### config.mk
export PLATFORM = sky130hd
export DESIGN_NAME = instr_fetch_flat
export DESIGN_NICKNAME = d
export VERILOG_FILES = /design/src/rtl/instr_fetch_if.sv /design/src/rtl/instr_fetch.sv /design/src/flat_wrapper.sv
export SDC_FILE = /design/constraint.sdc
export NUM_CORES = 1
export LEC_CHECK = 0
export CAP_MARGIN = 40
export CORE_MARGIN = 2
export CORE_UTILIZATION = 48
export DETAILED_ROUTE_END_ITERATION = 12
export GPL_ROUTABILITY_DRIVEN = 0
export PLACE_DENSITY = 0.87
export SETUP_SLACK_MARGIN = 0.05
export SYNTH_ARGS = -nofsm -noshare
export SYNTH_HDL_FRONTEND = slang
export SYNTH_SLANG_ARGS = --single-unit
### constraint.sdc
create_clock -name Clk -period 5.9 [get_ports Clk]
set_clock_uncertainty 0.2 [all_clocks]
set_input_delay 1.18 -clock Clk [delete_from_list [all_inputs] [get_ports Clk]]
set_output_delay 1.18 -clock Clk [all_outputs]
set_load 0.05 [all_outputs]
### src/rtl/instr_fetch_if.sv
// Fetch-stage bus of the X9 core.
// Carries the program control inputs (Start/StartAddr/EndAddr), the decoder feedback
// (Stall, BranchInst, BranchCond, BranchTarget), the synchronous ROM port
// (InstAddr out, InstData back) and the delivered-instruction outputs
// (Instr, Opcode, InstPC, InstValid, Done).
//   master : the fetch stage (instr_fetch)
//   slave  : everything around it (decoder, ROM, sequencer)
interface instr_fetch_if #(
  parameter int PCW       = 10,
  parameter int IW        = 9,
  parameter int MCODEBITS = 5
);
  logic                 Start;
  logic [PCW-1:0]       StartAddr;
  logic [PCW-1:0]       EndAddr;
  logic                 Stall;
  logic                 BranchInst;
  logic                 BranchCond;
  logic [PCW-1:0]       BranchTarget;
  logic [PCW-1:0]       InstAddr;
  logic [IW-1:0]        InstData;
  logic [IW-1:0]        Instr;
  logic [MCODEBITS-1:0] Opcode;
  logic [PCW-1:0]       InstPC;
  logic                 InstValid;
  logic                 Done;

  modport master (
    input  Start, StartAddr, EndAddr, Stall, BranchInst, BranchCond, BranchTarget, InstData,
    output InstAddr, Instr, Opcode, InstPC, InstValid, Done
  );

  modport slave (
    output Start, StartAddr, EndAddr, Stall, BranchInst, BranchCond, BranchTarget, InstData,
    input  InstAddr, Instr, Opcode, InstPC, InstValid, Done
  );
endinterface

### src/rtl/instr_fetch.sv
// Fetch stage of the X9 core.
// Owns the PC, drives the synchronous instruction ROM and delivers one instruction per
// cycle to the decoder, honouring stalls, taken-branch redirects and a programmable
// end address.
// Ports:
//   Clk      rising-edge clock
//   Reset_n  asynchronous active-low reset
//   bus      instr_fetch_if.master (control in, ROM port, delivered instruction out)
module instr_fetch #(
  parameter int PCW       = 10,
  parameter int IW        = 9,
  parameter int MCODEBITS = 5
) (
  input  logic           Clk,
  input  logic           Reset_n,
  instr_fetch_if.master  bus
);

  typedef enum logic [1:0] {IDLE, FILL, RUN, DONE} state_t;

  state_t         state;
  logic [PCW-1:0] inst_addr;
  logic [PCW-1:0] inst_pc;
  logic           inst_valid;
  logic           done;
  logic [IW-1:0]  hold;
  logic           use_hold;
  logic [IW-1:0]  instr;

  logic retire;
  logic at_end;
  logic taken;

  // InstPC is loaded on the same edge the ROM samples InstAddr, so the ROM output
  // in the following cycle is the instruction at InstPC and is passed straight through.
  // While stalled (and in IDLE/DONE) the hold register stands in for the ROM; the
  // ROM re-reads the unchanged InstAddr on the edge that ends the stall.
  always_comb begin
    instr = use_hold ? hold : bus.InstData;
  end

  always_comb begin
    retire = inst_valid & ~bus.Stall;
    at_end = retire & (inst_pc == bus.EndAddr);
    taken  = retire & bus.BranchInst & bus.BranchCond;
  end

  always_ff @(posedge Clk or negedge Reset_n) begin
    if (!Reset_n) begin
      state      <= IDLE;
      inst_addr  <= '0;
      inst_pc    <= '0;
      inst_valid <= 1'b0;
      done       <= 1'b0;
      hold       <= '0;
      use_hold   <= 1'b1;
    end else begin
      case (state)
        IDLE, DONE: begin
          if (bus.Start) begin
            state      <= FILL;
            inst_addr  <= bus.StartAddr;
            inst_valid <= 1'b0;
            done       <= 1'b0;
          end
        end
        FILL: begin
          state      <= RUN;
          inst_pc    <= inst_addr;
          inst_addr  <= inst_addr + 1'b1;
          inst_valid <= 1'b1;
          use_hold   <= 1'b0;
        end
        RUN: begin
          if (bus.Stall) begin
            if (!use_hold) begin
              hold     <= bus.InstData;
              use_hold <= 1'b1;
            end
          end else if (at_end) begin
            // End retirement wins over a simultaneous taken branch; InstAddr freezes.
            state      <= DONE;
            done       <= 1'b1;
            inst_valid <= 1'b0;
            hold       <= instr;
            use_hold   <= 1'b1;
          end else if (taken) begin
            // The sequential fetch now in the ROM becomes the single bubble.
            inst_pc    <= inst_addr;
            inst_addr  <= bus.BranchTarget;
            inst_valid <= 1'b0;
            use_hold   <= 1'b0;
          end else begin
            inst_pc    <= inst_addr;
            inst_addr  <= inst_addr + 1'b1;
            inst_valid <= 1'b1;
            use_hold   <= 1'b0;
          end
        end
        default: state <= IDLE;
      endcase
    end
  end

  assign bus.InstAddr  = inst_addr;
  assign bus.InstPC    = inst_pc;
  assign bus.InstValid = inst_valid;
  assign bus.Done      = done;
  assign bus.Instr     = instr;
  assign bus.Opcode    = instr[IW-1 -: MCODEBITS];

endmodule

### src/flat_wrapper.sv
// flat-port wrapper written by rule: the top's interface ports become plain ports
module instr_fetch_flat 
#(
  parameter int PCW       = 10,
  parameter int IW        = 9,
  parameter int MCODEBITS = 5
)
  (Clk, Reset_n, bus_Start, bus_StartAddr, bus_EndAddr, bus_Stall, bus_BranchInst, bus_BranchCond, bus_BranchTarget, bus_InstData, bus_InstAddr, bus_Instr, bus_Opcode, bus_InstPC, bus_InstValid, bus_Done);
  instr_fetch_if #(.PCW(PCW), .IW(IW), .MCODEBITS(MCODEBITS)) bus_i ();
  input  logic Clk;
  input  logic Reset_n;
  input wire logic [$bits(bus_i.Start)-1:0] bus_Start;
  input wire logic [$bits(bus_i.StartAddr)-1:0] bus_StartAddr;
  input wire logic [$bits(bus_i.EndAddr)-1:0] bus_EndAddr;
  input wire logic [$bits(bus_i.Stall)-1:0] bus_Stall;
  input wire logic [$bits(bus_i.BranchInst)-1:0] bus_BranchInst;
  input wire logic [$bits(bus_i.BranchCond)-1:0] bus_BranchCond;
  input wire logic [$bits(bus_i.BranchTarget)-1:0] bus_BranchTarget;
  input wire logic [$bits(bus_i.InstData)-1:0] bus_InstData;
  output wire logic [$bits(bus_i.InstAddr)-1:0] bus_InstAddr;
  output wire logic [$bits(bus_i.Instr)-1:0] bus_Instr;
  output wire logic [$bits(bus_i.Opcode)-1:0] bus_Opcode;
  output wire logic [$bits(bus_i.InstPC)-1:0] bus_InstPC;
  output wire logic [$bits(bus_i.InstValid)-1:0] bus_InstValid;
  output wire logic [$bits(bus_i.Done)-1:0] bus_Done;
  assign bus_i.Start = bus_Start;
  assign bus_i.StartAddr = bus_StartAddr;
  assign bus_i.EndAddr = bus_EndAddr;
  assign bus_i.Stall = bus_Stall;
  assign bus_i.BranchInst = bus_BranchInst;
  assign bus_i.BranchCond = bus_BranchCond;
  assign bus_i.BranchTarget = bus_BranchTarget;
  assign bus_i.InstData = bus_InstData;
  assign bus_InstAddr = bus_i.InstAddr;
  assign bus_Instr = bus_i.Instr;
  assign bus_Opcode = bus_i.Opcode;
  assign bus_InstPC = bus_i.InstPC;
  assign bus_InstValid = bus_i.InstValid;
  assign bus_Done = bus_i.Done;
  instr_fetch #(.PCW(PCW), .IW(IW), .MCODEBITS(MCODEBITS)) u_core (.Clk(Clk), .Reset_n(Reset_n), .bus(bus_i));
endmodule
== Word level (Yosys, flattened, before mapping) ==
Index checks and enable logic that the tools add are counted.

* Register bits: 34
* Word-level logic and storage cells: 58

* $add $sub $neg: 1
* Equal/unequal tests: 8
* Multiplexer cells: 26
* Bitwise logic cells: 5
* Reduce and logical (&&, ||, !) cells: 11

{| class="wikitable"
|+ Operators by type and width
! cell !! number
|-
| $mux W10 || 6
|-
| $pmux W10 S3 || 1
|-
| $mux W9 || 3
|-
| $pmux W10 S2 || 1
|-
| $add A10 B1 Y10 const B || 1
|-
| $eq A10 B10 Y1 || 1
|-
| $reduce_and A3 Y1 || 3
|-
| $mux W1 || 8
|-
| $mux W2 || 3
|-
| $ne A2 B2 Y1 const B || 3
|-
| $pmux W2 S3 || 1
|-
| $reduce_bool A2 Y1 || 3
|-
| $and A1 B1 Y1 || 4
|-
| $eq A2 B2 Y1 const B || 2
|-
| $pmux W1 S2 || 2
|-
| $reduce_and A2 Y1 || 2
|-
| $reduce_and A4 Y1 || 1
|-
| $pmux W1 S3 || 1
|-
| $eq A2 B1 Y1 const B || 1
|-
| $logic_not A2 Y1 || 1
|-
| $ne A2 B1 Y1 const B || 1
|-
| $reduce_or A2 Y1 || 1
|-
| $not A1 Y1 || 1
|}

== Logic depth before layout (Yosys ltp) ==
Gate-level depths: netlist (run 1).

* Word-level depth: 8
* Mapped depth: 9
* Depth with buffers taken out: 7

== Worst setup path before layout (run 1) ==
Ideal clock, no wire load.

* Path type: input port to output port
* From: in bus_InstData[4]
* To: out bus_Opcode[0]
* Arrival time: 1799 ps
* Data required time: 4520 ps
* Slack: 2721 ps
* Cell stages on the path: 2
* Path buffers: 1
* Path through: mux2_2 buf_4

* Cells in the longest elaborated chain, start to end: 1

{| class="wikitable"
|+ Ends and longest elaborated chain
! item !! RTL line !! RTL
|-
| from (decl) || flat_wrapper.sv:19 || <nowiki>input wire logic [$bits(bus_i.InstData)-1:0] bus_InstData;</nowiki>
|-
| $mux W9 || -- ||
|-
| to (decl) || flat_wrapper.sv:22 || <nowiki>output wire logic [$bits(bus_i.Opcode)-1:0] bus_Opcode;</nowiki>
|}

No other way between the ends.

== Worst setup path after layout (run 1) ==
* From: in bus_InstData[7]
* To: out bus_Opcode[3]

The elaborated chain is that of the path after synthesis.

==> summary.md, run 1 <==
| Metric | Value |
|---|---|
| Flop2flop setup slack | 2990 ps |
| R2r endpoint | u_core.bus.InstAddr[2]$_DFFE_PN0P_ |
| Synthesized cell area | 2150 sq um |
| Antenna cell count | 0 |
| Post-synthesis area per instance | 11.1 sq um |
| Skew-Pair Late Insertion Delay | 290 ps |
| Max stage delay on crit path | 830 ps |
| Pwr dens | 683 nW/um^2 |
| Cell row count | 24 |
| Vias in the first global route | 1775 |
| Leakage | 1.29 nW |
| Depth of the most critical reg-to-reg path | 7 |
| I/O pins | 81 |
| Top cells by count, synth | dfrtp_1, mux2_4, o21ai_1 |
| CTS tree | yes |
| Syn. warnings | 0 |
| TritonRoute pass-1 iters | 4 |
| Setup TNS | 0 ps |
| Setup crit start | bus_InstData[7] |
| Post-synth cell types | 51 |
| Layout cells sized above 1 | 16.7% |
| Most frequent cell after synthesis | dfrtp_1 |
| Req. time, crit path | 4520 ps |
| Root buf cell | clkbuf_8 |
| Post-synthesis cell count | 194 |
| GR Overflow Total | 0 |
| Most used cell, CP | clkdlybuf4s50_1 |
| Post-synth EDFFs | 0 |
| Primary FF master, synth | dfrtp_1 |
| Area grow syn2layout | 40.5% |
| Crit path max fanout | 3 |
| Total Wirelength | 5480 um |
| Worst path buffer plus inverter count | 2 |
| Layout Nets | 317 |
| CP Launch Type | input port |
| Layout filler cell count | 328 |
| CP endpoint | bus_Opcode[3] |
| Critical R2R Launch | u_core.state[0]$_DFFE_PN0P_ |
| DR vias | 1857 |
| Final HPWL DP | 3990 um |
| Seq/Total Area, Yosys | 39.6% |
| Chip width | 70.9 um |
| DR WL/cell | 17.1 um |
| Max IR drop VDD | 0.471 mV |
| Setup violators final | 0 |
| Least-Margin Pin Slew | 594 ps |
| Initial antenna violation count | 0 |
| Critical Path Stages | 3 |
| Post-CTS setup buffer count | 0 |
| Min cycle time layout | 4050 ps |
| Final core utilization | 69.9% |
| Area of the die | 5030 sq um |
| #FFs+latches synth | 34 |
| Critical path's slowest cell | clkdlybuf4s50_1 |
| Sinks on Clock Net | 34 |
| Initial core utilization | 49.7% |
| Synth top area cells | dfrtp_1, mux2_4, mux2_2 |
| Top-area cell type share of the netlist area | 38.4% |
| Hold WS | 307 ps |
| Final Hold Viols | 0 |
| Hold_buf cts | 0 |
| Detailed Route Iter0 Violations | 147 |
| Arrival @ worst endpoint | 2670 ps |
| CP cell instances | clkdlybuf4s50_1, mux2_2, clkdlybuf4s50_1 |
| GRT Overall Usage | 22.9% |
| Crit path max-delay family | buffers and inverters |
| CTS resizes | 0 |
| First-pass GRT wire length | 9120 um |
| Peak Freq | 247 MHz |
| TritonCTS buffer count | 5 |
| ANT nets after route | 0 |
| Die Ht | 70.9 um |
| Min-delay worst type | reg -> reg |
| DRC viols | 0 |
| Via density | 5.79 |
| Post-synth top area cell | dfrtp_1 |
| Syn_nets | 243 |
| Outcome | finished, final reports clean |
| Largest net degree at the start of global routing | 35 |
| Core Box Area | 4320 sq um |
| Max-slew violations | 0 |
| Unrepaired setup endpoints after global routing | no |
| CP Capture Type | primary output |
| Worst slew margin | 60.4% |
| Final period util | 68.6% |
| Post-synth ARST share | 100% |
| Reg clk slew, reported paths | 70 ps |
| I/O Buffers | 80 |
| Max clock buf depth | 2 |
| Htree depth | 2 |
| Max_cap viols | 0 |
| Type of the worst setup path | in -> out |
==> placed cells by master, fill, tap and decap left out, types with 3 or more instances in the layout <==
| cell type | Yosys | routed |
|---|---|---|
| dfrtp_1 | 33 | 33 |
| nor4_1 | 5 | 5 |
| o31ai_1 | 5 | 5 |
| nand3_1 | 5 | 5 |
| nand2_1 | 6 | 6 |
| clkdlybuf4s50_1 | 0 | 80 |
| a21o_1 | 4 | 4 |
| nand4_1 | 3 | 3 |
| mux2i_1 | 3 | 3 |
| a221oi_1 | 4 | 4 |
| xor2_1 | 11 | 11 |
| a21oi_1 | 4 | 4 |
| a31o_1 | 3 | 3 |
| nor2_1 | 9 | 9 |
| mux2_4 | 18 | 18 |
| clkbuf_8 | 0 | 6 |
| mux2_2 | 9 | 9 |
| o21ai_1 | 15 | 15 |
| ha_1 | 4 | 4 |
==> metrics by stage <==
step	setup WS, ps	power [mW]	cells	cell area (sq um)
2_1_floorplan	2720	1.55	194	2150
3_3_place_gp	1920	1.84	312	2920
3_5_place_dp	1860	1.88	313	2930
4_1_cts	1860	2.07	321	3020
5_1_grt	1850	2.18	321	3020
6_report	1850	2.06	321	3020
==> registers in the layout, indices dropped and copies added, names as in the netlist <==
| signal | flops |
|---|---|
| u_core.bus.InstAddr | 10 |
| u_core.bus.InstPC | 10 |
| u_core.bus.InstValid | 1 |
| u_core.state | 2 |
| u_core.use_hold | 1 |
| u_core.hold | 9 |
| u_core.bus.Done | 1 |
==> cell type report <==
| cell class | count | area, sq um | area share (%) |
|---|---|---|---|
| clock buffer | 7 | 86.3 | 2.86 |
| multi-input combinational | 142 | 1190 | 39.3 |
| sequential | 34 | 852 | 28.2 |
| clock inverter | 1 | 5.00 | 0.166 |
| timing repair buffer | 82 | 816 | 27.0 |
| inverter | 3 | 11.3 | 0.373 |
| tap | 52 | 65.1 | 2.15 |
==> routing by layer <==
layer | vias to the layer above | track usage (%) | wire [um] | part of all wire (%)
li1 | 872 | - | - | -
met1 | 896 | 32.0 | 2380 | 43
met2 | 81 | 36.1 | 2690 | 49
met3 | 8 | 4.27 | 332 | 6.1
met4 | 0 | 7.34 | 80 | 1.5
met5 | - | 0 | 0 | 0
==> how the worst min path moves through the flow <==
stage	start	slack, ps	endpoint	depth (start not counted)
6_report	u_core.hold[6]$_DFFE_PN0P_	310	u_core.hold[6]$_DFFE_PN0P_	1
2_1_floorplan	u_core.hold[0]$_DFFE_PN0P_	280	u_core.hold[0]$_DFFE_PN0P_	1
4_1_cts	u_core.hold[6]$_DFFE_PN0P_	310	u_core.hold[6]$_DFFE_PN0P_	1
3_5_place_dp	u_core.hold[6]$_DFFE_PN0P_	290	u_core.hold[6]$_DFFE_PN0P_	1
5_1_grt	u_core.hold[6]$_DFFE_PN0P_	320	u_core.hold[6]$_DFFE_PN0P_	1
3_3_place_gp	u_core.hold[6]$_DFFE_PN0P_	290	u_core.hold[6]$_DFFE_PN0P_	1
==> where the power goes <==
group / internal (mW) / switching (mW) / leakage [nW]
logic: 0.579 / 0.815 / 0.824
clock network: 0.0942 / 0.0854 / 0.0482
registers: 0.355 / 0.135 / 0.416
==> worst reg2reg max path, stage by stage (launching register included) <==
cell and delay (ps):
dfrtp_1 380, inv_1 70, ha_1 670, inv_2 290, o21ai_1 410, buf_4 260
nand2b_1 360, o31ai_1 150
==> kinds of logic (layout without fill, tap and decap cells) <==
| logic type | count (synthesis) | count (layout) | synth area share, % |
|---|---|---|---|
| AOI/OAI and AO/OA | 48 | 48 | 15.4 |
| buffers and inverters | 18 | 93 | 5.24 |
| adders and majority gates | 4 | 4 | 2.33 |
| DFF | 34 | 34 | 39.6 |
| xor gates and xnor gates | 13 | 13 | 5.29 |
| muxes | 31 | 31 | 19.2 |
| and+or+nand+nor | 46 | 46 | 13.0 |
No activity file was read; power rests on OpenSTA's default activity.
==> inputs of run 2 (changes only) <==
--- a/config.mk
+++ b/config.mk
@@ -7,10 +7,10 @@
 export LEC_CHECK = 0
 export CAP_MARGIN = 40
 export CORE_MARGIN = 2
-export CORE_UTILIZATION = 48
+export CORE_UTILIZATION = 44
 export DETAILED_ROUTE_END_ITERATION = 12
 export GPL_ROUTABILITY_DRIVEN = 0
-export PLACE_DENSITY = 0.87
+export PLACE_DENSITY = 0.81
 export SETUP_SLACK_MARGIN = 0.05
 export SYNTH_ARGS = -nofsm -noshare
 export SYNTH_HDL_FRONTEND = slang
==> constraint.sdc (replaced) <==
create_clock -name Clk -period 4.2 [get_ports Clk]
set_clock_uncertainty 0.2 [all_clocks]
set_input_delay 0.84 -clock Clk [delete_from_list [all_inputs] [get_ports Clk]]
set_output_delay 0.84 -clock Clk [all_outputs]
set_load 0.05 [all_outputs]
==> run 2 against run 1 <==
First-iteration DRC count down 19%. Die area up 8.6%. Via count down 0.48%. Count of clock-buffer cells in the layout down 1. Critical path type unchanged. Cell count up 4.7%. Global-route usage down 2.3 points. Worst hold slack about the same. Power up 39%. Clock power up 30%. Register-to-register slack worse by 1400 ps. Utilization down 5.7 points. Critical path depth unchanged.
==> summary.md, run 2 (synthesis gave the netlist of run 1 again) <==
| Metric | Value |
|---|---|
| Clock network power share | 8.1% |
| TritonRoute pass-1 iters | 4 |
| CTS tree | yes |
| Hold WS | 307 ps |
| Die Ht | 73.9 um |
| Layout cells sized above 1 | 16.7% |
| First-pass GRT wire length | 8630 um |
| CP Capture Type | primary output |
| Post-Layout Cell Count | 336 |
| Cell row count | 25 |
| Crit path max-delay family | buffers and inverters |
| Worst slew margin | 58.8% |
| Cell total after placement | 328 |
| Max_cap viols | 0 |
| Total power draw | 2.88 mW |
| Via density | 5.50 |
| Antenna cell count | 0 |
| Total Wirelength | 5450 um |
| Area grow syn2layout | 41.0% |
| DR vias | 1848 |
| Max-slew violations | 0 |
| Critical Path Stages | 3 |
| Hold Path Stages | 1 |
| Layout Nets | 317 |
| Most used cell, CP | clkdlybuf4s50_1 |
| Leakage | 1.29 nW |
| Chip width | 73.9 um |
| Commonest cells after routing, fill and taps aside | clkdlybuf4s50_1, dfrtp_1, mux2_4, o21ai_1, xor2_1 |
| DR WL/cell | 16.2 um |
| CP Launch Type | input port |
| Detailed Route Iter0 Violations | 119 |
| Post-CTS setup buffer count | 0 |
| DRC viols | 0 |
| Max stage delay on crit path | 810 ps |
| Max IR drop VDD | 0.371 mV |
| Reg clk slew, reported paths | 70 ps |
| Min-delay worst type | reg -> reg |
| ANT nets after route | 0 |
| CTS resizes | 0 |
| Min cycle time layout | 3320 ps |
| Initial antenna violation count | 0 |
| CP cell instances | clkdlybuf4s50_1, mux2_2, clkdlybuf4s50_1 |
| Root buf cell | clkbuf_8 |
| Vias in the first global route | 1869 |
| Max clock buf depth | 2 |
| Outcome | finished, final reports clean |
| Sequential share of power | 23.9% |
| Largest net degree at the start of global routing | 35 |
| Setup violators final | 0 |
| Pwr dens | 949 nW/um^2 |
| Net Sw Frac | 50.4% |
| Layout filler cell count | 389 |
| GRT Overall Usage | 20.6% |
| Htree depth | 2 |
| I/O Buffers | 80 |
| Comb power frac | 68.0% |
| Final Hold Viols | 0 |
| Skew-Pair Late Insertion Delay | 290 ps |
| Most common cell after layout, fill and taps aside | clkdlybuf4s50_1 |
| Peak Freq | 301 MHz |
| Least-Margin Pin Slew | 618 ps |
| Final period util | 79.0% |
| Core Box Area | 4720 sq um |
| Depth of the most critical reg-to-reg path | 7 |
| Final HPWL DP | 3950 um |
| Net Switching | 1.45 mW |
| GR Overflow Total | 0 |
| Type of the worst setup path | in -> out |
| Worst path buffer plus inverter count | 2 |
| Hold_buf cts | 0 |
| Area of the die | 5460 sq um |
| Unrepaired setup endpoints after global routing | no |
| TritonCTS buffer count | 5 |
| I/O pins | 81 |
| Req. time, crit path | 3160 ps |
| Arrival @ worst endpoint | 2280 ps |
| Setup TNS | 0 ps |
| Initial core utilization | 45.5% |
| Crit path max fanout | 2 |
| Sinks on Clock Net | 34 |
| Critical path's slowest cell | clkdlybuf4s50_1 |
| Internal power | 1.43 mW |
run 2: cell types whose count changed in the layout (fill, tap and decap cells not counted):
cell,before,now
clkinv_2,1,2
clkbuf_8,6,5
run 2: per-layer routing:
layer / vias up / part of all wire (%) / GRT usage [%]
met1: 882 / 43 / 27.5
met5: - / 0 / 0
met2: 87 / 46 / 32.6
li1: 871 / - / -
met4: 0 / 1.1 / 7.07
met3: 8 / 9.2 / 5.21
run 2: metrics by stage:
step	setup WS (ps)	instance area, sq um	util [%]
3_5_place_dp	882	2950	62.4
5_1_grt	847	3030	64.2
4_1_cts	881	3030	64.2
3_3_place_gp	910	2950	62.4
2_1_floorplan	1600	2150	-
6_report	881	3030	64.2
run 2: worst paths after layout:
kind                       slack (ps)                                  to                         from
setup / recovery                  880                        bus_Instr[1]              bus_InstData[1]
hold / removal                    310          u_core.hold[6]$_DFFE_PN0P_   u_core.hold[6]$_DFFE_PN0P_
setup reg to reg                 1550  u_core.bus.InstAddr[3]$_DFFE_PN0P_  u_core.state[0]$_DFFE_PN0P_
hold reg to reg                   310          u_core.hold[6]$_DFFE_PN0P_   u_core.hold[6]$_DFFE_PN0P_
max in group asynchronous        2710         u_core.use_hold$_DFFE_PN1N_                      Reset_n
min in group asynchronous         760    u_core.bus.InstPC[8]$_DFFE_PN0P_                      Reset_n
run 2: cell type report:
class                      count  area [sq um]  share of cell area, %
clock buffer                   6          72.6                   2.39
inverter                       3          11.3                  0.371
tap                           67          83.8                   2.77
multi-input combinational    142          1190                   39.1
clock inverter                 2          10.0                  0.330
sequential                    34           852                   28.1
timing repair buffer          82           816                   26.9
run 2: power by group through the flow:
stage,combinational (mW),sequential (mW),clock [mW]
after CTS,1.96,0.685,0.238
final,1.96,0.687,0.234
after global placement,1.93,0.682,0
after global routing,2.08,0.710,0.254
after floorplan,1.21,0.963,0
after detailed placement,1.95,0.690,0
